<file path="config.mk">
export PLATFORM = sky130hd
export DESIGN_NAME = switch_alloc
export DESIGN_NICKNAME = d
export VERILOG_FILES = /design/src/rtl/noc_pkg.sv /design/src/rtl/switch_alloc_rr_arbiter.sv /design/src/rtl/switch_alloc.sv
export SDC_FILE = /design/constraint.sdc
export NUM_CORES = 1
export LEC_CHECK = 0
export ABC_CLOCK_PERIOD_IN_PS = 5800
export CORE_MARGIN = 2
export CORE_UTILIZATION = 61
export CTS_CLUSTER_SIZE = 20
export DETAILED_ROUTE_END_ITERATION = 10
export PLACE_DENSITY = 0.83
export SETUP_SLACK_MARGIN = 0.05
export SYNTH_ARGS = -nofsm -noshare
export SYNTH_HDL_FRONTEND = slang
export SYNTH_HIERARCHICAL = 1
export SYNTH_SLANG_ARGS = --single-unit
</file>
<file path="constraint.sdc">
create_clock -name clk_i -period 5.8 [get_ports clk_i]
set_clock_uncertainty 0.05 [all_clocks]
set_input_delay 1.74 -clock clk_i [delete_from_list [all_inputs] [get_ports clk_i]]
set_output_delay 1.74 -clock clk_i [all_outputs]
set_load 0.02 [all_outputs]
</file>
<file path="src/rtl/noc_pkg.sv">
`default_nettype none
// ============================================================================
// Module : noc_pkg
// Brief  : Shared port codes, port count and output-state type for the router.
// Rev    : 1.0 - initial release
// ============================================================================
package noc_pkg;

    localparam int NPORTS = 5;

    typedef logic [2:0] port_t;

    localparam port_t PORT_N    = 3'd0;
    localparam port_t PORT_S    = 3'd1;
    localparam port_t PORT_E    = 3'd2;
    localparam port_t PORT_W    = 3'd3;
    localparam port_t PORT_L    = 3'd4;
    localparam port_t PORT_NONE = 3'd7;

    typedef enum logic [0:0] {
        IDLE   = 1'b0,
        LOCKED = 1'b1
    } out_state_t;

    // Round-robin successor over the five valid port codes.
    function automatic port_t next_port(input port_t p);
        return (p >= PORT_L) ? PORT_N : port_t'(p + 3'd1);
    endfunction

endpackage
`default_nettype wire

</file>
<file path="src/rtl/switch_alloc_rr_arbiter.sv">
`default_nettype none
// ============================================================================
// Module : rr_arbiter
// Brief  : Combinational round-robin pick among five requesters from a pointer.
// Rev    : 1.0 - initial release
// ============================================================================
module rr_arbiter
    import noc_pkg::*;
(
    input  logic [NPORTS-1:0] i_req,
    input  port_t             i_ptr,
    output logic [NPORTS-1:0] o_grant,
    output port_t             o_winner
);

    port_t w_idx;
    logic  w_found;

    always_comb begin
        o_grant  = '0;
        o_winner = PORT_NONE;
        w_found  = 1'b0;
        w_idx    = i_ptr;
        for (int i = 0; i < NPORTS; i++) begin
            if (!w_found && i_req[w_idx]) begin
                w_found          = 1'b1;
                o_grant[w_idx]   = 1'b1;
                o_winner         = w_idx;
            end
            w_idx = next_port(w_idx);
        end
    end

endmodule
`default_nettype wire

</file>
<file path="src/rtl/switch_alloc.sv">
`default_nettype none
// ============================================================================
// Module : switch_alloc
// Brief  : Wormhole switch allocator: per-output round-robin grant and lock.
// Rev    : 1.0 - initial release
// ============================================================================
module switch_alloc
    import noc_pkg::*;
(
    input  logic                     clk_i,
    input  logic                     rst_n_i,
    input  logic  [NPORTS-1:0]       valid_i,
    input  port_t [NPORTS-1:0]       req_port_addr_i,
    input  logic  [NPORTS-1:0]       tail_i,
    input  logic  [NPORTS-1:0]       out_ready_i,
    output logic  [NPORTS-1:0]       pop_o,
    output logic  [NPORTS-1:0]       out_valid_o,
    output port_t [NPORTS-1:0]       sel_o,
    output logic  [NPORTS-1:0]       busy_o
);

    out_state_t        r_state  [NPORTS];
    port_t             r_owner  [NPORTS];
    port_t             r_ptr    [NPORTS];
    logic [NPORTS-1:0] r_inlock;

    logic [NPORTS-1:0] w_req    [NPORTS];
    logic [NPORTS-1:0] w_grant  [NPORTS];
    port_t             w_winner [NPORTS];
    logic [NPORTS-1:0] w_release;
    logic [NPORTS-1:0] w_lock_set;
    logic [NPORTS-1:0] w_lock_clr;

    // Request matrix: w_req[o][p]. Codes 5..7 never match any output.
    always_comb begin
        for (int o = 0; o < NPORTS; o++) begin
            w_req[o] = '0;
            for (int p = 0; p < NPORTS; p++) begin
                if (valid_i[p] && (req_port_addr_i[p] == port_t'(o)) && !r_inlock[p]) begin
                    w_req[o][p] = 1'b1;
                end
            end
        end
    end

    for (genvar o = 0; o < NPORTS; o++) begin : g_arb
        rr_arbiter u_arb (
            .i_req    (w_req[o]),
            .i_ptr    (r_ptr[o]),
            .o_grant  (w_grant[o]),
            .o_winner (w_winner[o])
        );
    end

    always_comb begin
        pop_o       = '0;
        out_valid_o = '0;
        busy_o      = '0;
        w_release   = '0;
        w_lock_set  = '0;
        w_lock_clr  = '0;
        for (int o = 0; o < NPORTS; o++) begin
            sel_o[o] = PORT_NONE;
        end
        for (int o = 0; o < NPORTS; o++) begin
            if (r_state[o] == LOCKED) begin
                busy_o[o] = 1'b1;
                sel_o[o]  = r_owner[o];
                if (valid_i[r_owner[o]] && out_ready_i[o]) begin
                    out_valid_o[o]     = 1'b1;
                    pop_o[r_owner[o]]  = 1'b1;
                    if (tail_i[r_owner[o]]) begin
                        w_release[o]           = 1'b1;
                        w_lock_clr[r_owner[o]] = 1'b1;
                    end
                end
            end else begin
                w_lock_set = w_lock_set | w_grant[o];
            end
        end
    end

    always_ff @(posedge clk_i or negedge rst_n_i) begin
        if (!rst_n_i) begin
            for (int o = 0; o < NPORTS; o++) begin
                r_state[o] <= IDLE;
                r_owner[o] <= PORT_N;
                r_ptr[o]   <= PORT_N;
            end
        end else begin
            for (int o = 0; o < NPORTS; o++) begin
                if (r_state[o] == IDLE) begin
                    if (|w_grant[o]) begin
                        r_state[o] <= LOCKED;
                        r_owner[o] <= w_winner[o];
                        r_ptr[o]   <= next_port(w_winner[o]);
                    end
                end else if (w_release[o]) begin
                    r_state[o] <= IDLE;
                end
            end
        end
    end

    // Set and clear never target the same input: a locked input cannot request.
    always_ff @(posedge clk_i or negedge rst_n_i) begin
        if (!rst_n_i) begin
            r_inlock <= '0;
        end else begin
            r_inlock <= (r_inlock | w_lock_set) & ~w_lock_clr;
        end
    end

endmodule
`default_nettype wire

</file>
==> results of run 1 <==
==> placed cells by master, fill, tap and decap left out, types with 8 or more instances in the layout <==
master           synthesis  layout
nand3_1                 37      37
a22o_1                   8       8
or2_2                   11      11
a21oi_1                 46      46
nor2b_1                 30      30
inv_1                   53      53
nand2b_1                46      46
mux2_2                  15      15
buf_4                    7      92
nand3b_1                15      15
mux2i_1                 26      26
o22ai_1                 10      10
o31ai_1                  8       8
nor3b_1                 22      22
and3_1                  19      19
o21ai_1                 31      31
ha_1                    22      22
o211ai_1                14      14
a31oi_1                  9       9
a211oi_1                18      18
inv_2                    9       9
nor2_1                  84      83
nand2_1                 75      75
nor3_1                  46      46
nand4_1                 17      17
clkdlybuf4s50_1          0      55
and2_1                   8       8
o21ai_0                 60      60
dfrtp_1                 40      40
==> sequential cells by signal (all words and copies together), names as in the netlist <==
name	count
r_inlock	5
r_owner	15
r_ptr	15
r_state	5
==> cell type report <==
class	count	area (sq um)	area share
multi-input combinational	896	6260	0.684
timing repair buffer	153	1290	0.141
sequential	40	1000	0.109
inverter	62	233	0.0254
tap	172	215	0.0235
clock buffer	6	139	0.0152
clock inverter	2	15.0	0.00164
==> worst min-delay path, delay by kind of cell, from the launching register on <==
| family | cells | cell delay (ps) |
|---|---|---|
| DFF | 1 | 440 |
| and+or+nand+nor | 1 | 60 |
| AOI/OAI and AO/OA | 1 | 60 |
==> cell usage after synthesis, drive strengths merged (22+ instances only) <==
cell type and instances:
ha 22, a21oi 46, nor2b 30, a211oi 22, nor3 46, nor3b 23
buf 41, inv 62, mux2i 26, nand3 39, nand2 79, nor2 84
nand2b 50, dfrtp 40, o21ai 94
==> what timing repair did <==
action	4_1_cts	5_1_grt
gates resized for setup	8	6
pin swaps	0	3
buffers inserted	0	2
setup endpoints to repair	5	19
==> routing by layer <==
metal | up-vias | wire length, microns | track usage
li1 | 4207 | - | -
met1 | 4271 | 10700 | 0.513
met2 | 614 | 12400 | 0.645
met3 | 103 | 2510 | 0.0381
met4 | 0 | 997 | 0.138
met5 | - | 0 | 0
==> cells by family (layout without fill, tap and decap cells) <==
| logic type | count (synthesis) | count (layout) | share of synthesized area |
|---|---|---|---|
| simple gates | 493 | 493 | 0.378 |
| compound gates | 337 | 337 | 0.325 |
| buf+inv | 116 | 223 | 0.0697 |
| mux | 44 | 44 | 0.0643 |
| flops | 40 | 40 | 0.129 |
| fa+ha+maj | 22 | 22 | 0.0353 |
==> stage by stage <==
stage	area, sq um	setup TNS, ps
3_3_place_gp	8970	-373
6_report	9150	0
2_1_floorplan	7790	0
5_1_grt	9150	0
3_5_place_dp	8970	-599
4_1_cts	9120	0
==> final timing paths <==
path / start / end / slack (ps) / cells past startpoint
worst max-delay path: valid_i[3] / pop_o[1] / 110 / 8
worst min-delay path: r_owner[7] / r_owner[7] / 550 / 2
worst max register to register: r_ptr[12] / r_owner[14] / 680 / 19
worst min register to register: r_owner[7] / r_owner[7] / 550 / 2
max in group asynchronous: rst_n_i / r_owner[7] / 3540 / 1
min in group asynchronous: rst_n_i / r_owner[1] / 1560 / 1
==> summary.txt, run 1 <==
Status
  – Status: finished, final reports clean

Floorplan
  – FP Rows: 41
  – I/O pins: between 60 and 70
  – Die H: 117 microns
  – Starting Density: 0.622
  – Die width: approximately 120 microns
  – Total die area: around 0.014 sq mm
  – Core area: 0.0125 sq mm

Route
  – Routed Antenna Nets: 0
  – Routed via count: 9195
  – Drt pass-1 iters: 8
  – Initial DRC Count: 1262
  – DRT Wirelength: 26600 microns
  – Post-DR vias/cell: 6.91
  – Routed length per instance: 20.0 microns
  – DRC viols: 0

Placed design
  – Port-buffer cells: 61
  – Inst Count DP: around 1300
  – Setup WS pre-CTS: -269 ps
  – Placer Congestion: 1.03
  – Post-DP HPWL: 20400 microns

STA
  – Least-Margin Pin Slew: 970 ps
  – Final WS setup: about 110 ps
  – Fin. Hold Viols: 0
  – Tcrit/Tclk final: 0.982
  – Final setup viols: 0
  – Worst relative slew slack: 0.353
  – Max-slew violations: 0
  – RSZ-0062 raised after global routing: yes
  – Tmin final: 5690 ps
  – Max Fclk: 176 MHz
  – Hold slack: 549 ps

Yosys
  – Synth Register Bits: 40
  – Share of the synthesized area in the top cell type: 0.129
  – EDFF count, synth: 0
  – Mapped Cells: 1052
  – Synth cell types: between 100 and 150
  – Syn_area_per_cell: 7.40 sq um
  – Syn_nets: 1106
  – Async SR Flop Fraction: 1.00
  – Most area-hungry cell type in the Yosys netlist: dfrtp_1
  – Cell Area, Synth: approximately 0.008 sq mm
  – Top FF cell, synth: dfrtp_1
  – Synth top area cells: dfrtp_1, nor2_1, o21ai_0
  – Register area share after synthesis: 0.129
  – Ys Warns: 6

Critical path
  – Crit path max fanout: 2
  – Setup crit start kind: primary input
  – CP delay by family, top: simple AND/OR/NAND/NOR gates
  – CP arrival: 3900 ps
  – Setup CP Type: in -> out
  – Slowest CP cell: or4_4
  – Max incr delay on CP: 550 ps
  – Crit-path cells: clkdlybuf4s50_1 > mux4_2 > nand4b_2 > and2_4 > inv_2 > a22o_1 > or4_4 > buf_6
  – Worst Path Required: 4010 ps
  – WP buf/inv: 3
  – Worst setup EP type: primary output

Cells and area
  – Ant. Diodes: 0
  – Nets: 1212
  – Final Util: 0.731
  – Layout cells sized above 1: 0.183
  – Synth-to-Final Area Change: 17.5%
  – Non-Filler Instances: 1331
  – Fill cells: 1074

CTS
  – CTS max path bufs: 2
  – CTS tree: yes
  – H-Tree Depth: 2
  – Clock sink count: 40
  – CTS root buf: clkbuf_16
  – Worst-Skew Late Latency: approximately 290 ps
  – CTS clk-pin slew, worst paths: 50 ps
  – Hold buffers post-CTS: 0
  – Total CTS buffers: 5

GRT
  – Gr usage total: 0.383
  – First-pass GRT wire length: 42100 microns
  – Initial antenna violation count: 0
  – Vias in the first global route: 8352
  – Largest net degree at the start of global routing: between 40 and 50
  – Total gr overflow: 0

Hold path
  – Hold Path Class: reg -> reg

Job
  – Max_cap viols: 0
Power of run 1 is left out: the tool's default activity adds up to more than one toggle a clock period on the data nets, which glitch-free logic cannot reach.
==> inputs of run 2 (changes only) <==
Settings changed: CORE_MARGIN 2 to not set.
==> summary.txt, run 2 (synthesis gave the netlist of run 1 again) <==
Status
  – Status: finished, final reports clean (unchanged)

STA
  – RSZ-0062 raised after global routing: no (was yes)
  – Tmin final: 5680 ps (was 5690 ps)
  – Setup TNS: 0 ps (unchanged)
  – Worst relative slew slack: 0.380 (was 0.353)
  – Fin. Hold Viols: 0 (unchanged)
  – Max Fclk: 176 MHz (about the same)
  – Final setup viols: 0 (unchanged)
  – Least-Margin Pin Slew: 930 ps (was 970 ps)
  – Tcrit/Tclk final: 0.979 (was 0.982)
  – Final WS setup: 121 ps (was 106 ps)
  – Max-slew violations: 0 (unchanged)

Route
  – Drt pass-1 iters: 6 (was 8)
  – DRC viols: 0 (unchanged)
  – Initial DRC Count: 1429 (was 1262)
  – Routed length per instance: 19.7 microns (was 20.0 microns)
  – DRT Wirelength: 26000 microns (was 26600 microns)
  – Routed via count: 9093 (was 9195)
  – Routed Antenna Nets: 0 (unchanged)
  – Post-DR vias/cell: 6.89 (was 6.91)

CTS
  – CTS tree: yes (unchanged)
  – Total CTS buffers: 5 (unchanged)
  – Hold buffers post-CTS: 0 (unchanged)
  – H-Tree Depth: 2 (unchanged)
  – CTS clk-pin slew, worst paths: 60 ps (was 50 ps)
  – CTS max path bufs: 2 (unchanged)
  – Clock sink count: 40 (unchanged)
  – CTS root buf: clkbuf_16 (unchanged)
  – Worst-Skew Late Latency: 290 ps (about the same)

Critical path
  – Critical path origin: valid_i[3] (unchanged)
  – CP arrival: 3890 ps (was 3900 ps)
  – Crit path max fanout: 2 (unchanged)
  – Setup CP Type: in -> out (unchanged)
  – Flop2flop setup slack: 730 ps (was 680 ps)
  – Reg2reg end: r_owner[1] (was r_owner[14])
  – Crit path to: pop_o[1] (unchanged)
  – R2R Path Start: r_ptr[1] (was r_ptr[12])
  – Setup crit start kind: primary input (unchanged)
  – Worst Path Required: 4010 ps (about the same)
  – Worst r2r path cells: 13 (was 19)
  – Worst setup EP type: primary output (unchanged)

Placed design
  – Post-DP HPWL: 20100 microns (was 20400 microns)
  – Setup WS pre-CTS: -245 ps (was -269 ps)
  – Port-buffer cells: 61 (unchanged)
  – Placer Congestion: 1.06 (was 1.03)
  – Inst Count DP: 1312 (was 1321)

GRT
  – Largest net degree at the start of global routing: 41 (unchanged)
  – Gr usage total: 0.389 (was 0.383)
  – First-pass GRT wire length: 41000 microns (was 42100 microns)
  – Total gr overflow: 0 (unchanged)
  – Initial antenna violation count: 0 (unchanged)
  – Vias in the first global route: 8123 (was 8352)

Floorplan
  – Die H: 115 microns (was 117 microns)
  – Total die area: 0.0132 sq mm (was 0.0137 sq mm)
  – Die width: 115 microns (was 117 microns)
  – FP Rows: 40 (was 41)
  – Core area: 0.0122 sq mm (was 0.0125 sq mm)
  – I/O pins: 62 (unchanged)
  – Starting Density: 0.638 (was 0.622)

Hold path
  – Hold Path Class: reg -> reg (unchanged)
  – Hold Path Stages: 1 (was 2)

Cells and area
  – Most frequent cells in the layout: buf_4, nor2_1, nand2_1 (unchanged)
  – Largest registers: r_owner (15), r_ptr (15) (unchanged)
  – Non-Filler Instances: 1320 (was 1331)
  – Most common cell after layout, fill and taps aside: buf_4 (unchanged)
  – Fill cells: 1012 (was 1074)
  – Final Util: 0.746 (was 0.731)
  – Ant. Diodes: 0 (unchanged)
  – Nets: 1205 (was 1212)
  – Layout cells sized above 1: 0.179 (was 0.183)
  – Synth-to-Final Area Change: 16.9% (was 17.5%)

Job
  – Max_cap viols: 0 (unchanged)
[run 2: area by class of cell]
class	count	area [sq um]	share of cell area
clock inverter	3	42.5	0.00467
multi-input combinational	896	6260	0.687
inverter	62	233	0.0256
clock buffer	5	125	0.0137
sequential	40	1000	0.110
tap	168	210	0.0231
timing repair buffer	146	1240	0.136
[run 2: metrics by stage]
step / cell area, sq um / hold WS, ps
after global placement: 8930 / 524
after CTS: 9100 / 554
final: 9110 / 552
after floorplan: 7790 / 423
after global routing: 9110 / 581
after detailed placement: 8930 / 534
[run 2: worst min path at each step]
stage / start / endpoint / slack [ps]
finish: r_owner[14] / r_owner[14] / 550
global route: r_owner[14] / r_owner[14] / 580
CTS: r_owner[14] / r_owner[14] / 550
detailed placement: r_owner[14] / r_owner[14] / 530
global placement: r_ptr[12] / r_ptr[12] / 520
floorplan: r_ptr[4] / r_ptr[4] / 420
[run 2: repair_timing]
action | 4_1_cts | 5_1_grt
setup buffers | 0 | 0
cloned | 0 | 0
resized for setup | 9 | 5
endpoints found under the setup margin | 5 | 14
[run 2: critical path, stage by stage]
cell and delay, ps:
clkdlybuf4s50_1 420, mux4_2 490, nand4b_2 110, and2_4 160, inv_2 30, a22o_1 220, or4_4 540, buf_4 170
[run 2: routing by layer]
metal | vias up | share of wire | global-route usage
met2 | 623 | 0.45 | 0.634
met3 | 127 | 0.10 | 0.0496
met4 | 0 | 0.049 | 0.190
li1 | 4188 | - | -
met1 | 4155 | 0.40 | 0.510
met5 | - | 0 | 0
Power of run 2 is left out for the same reason.
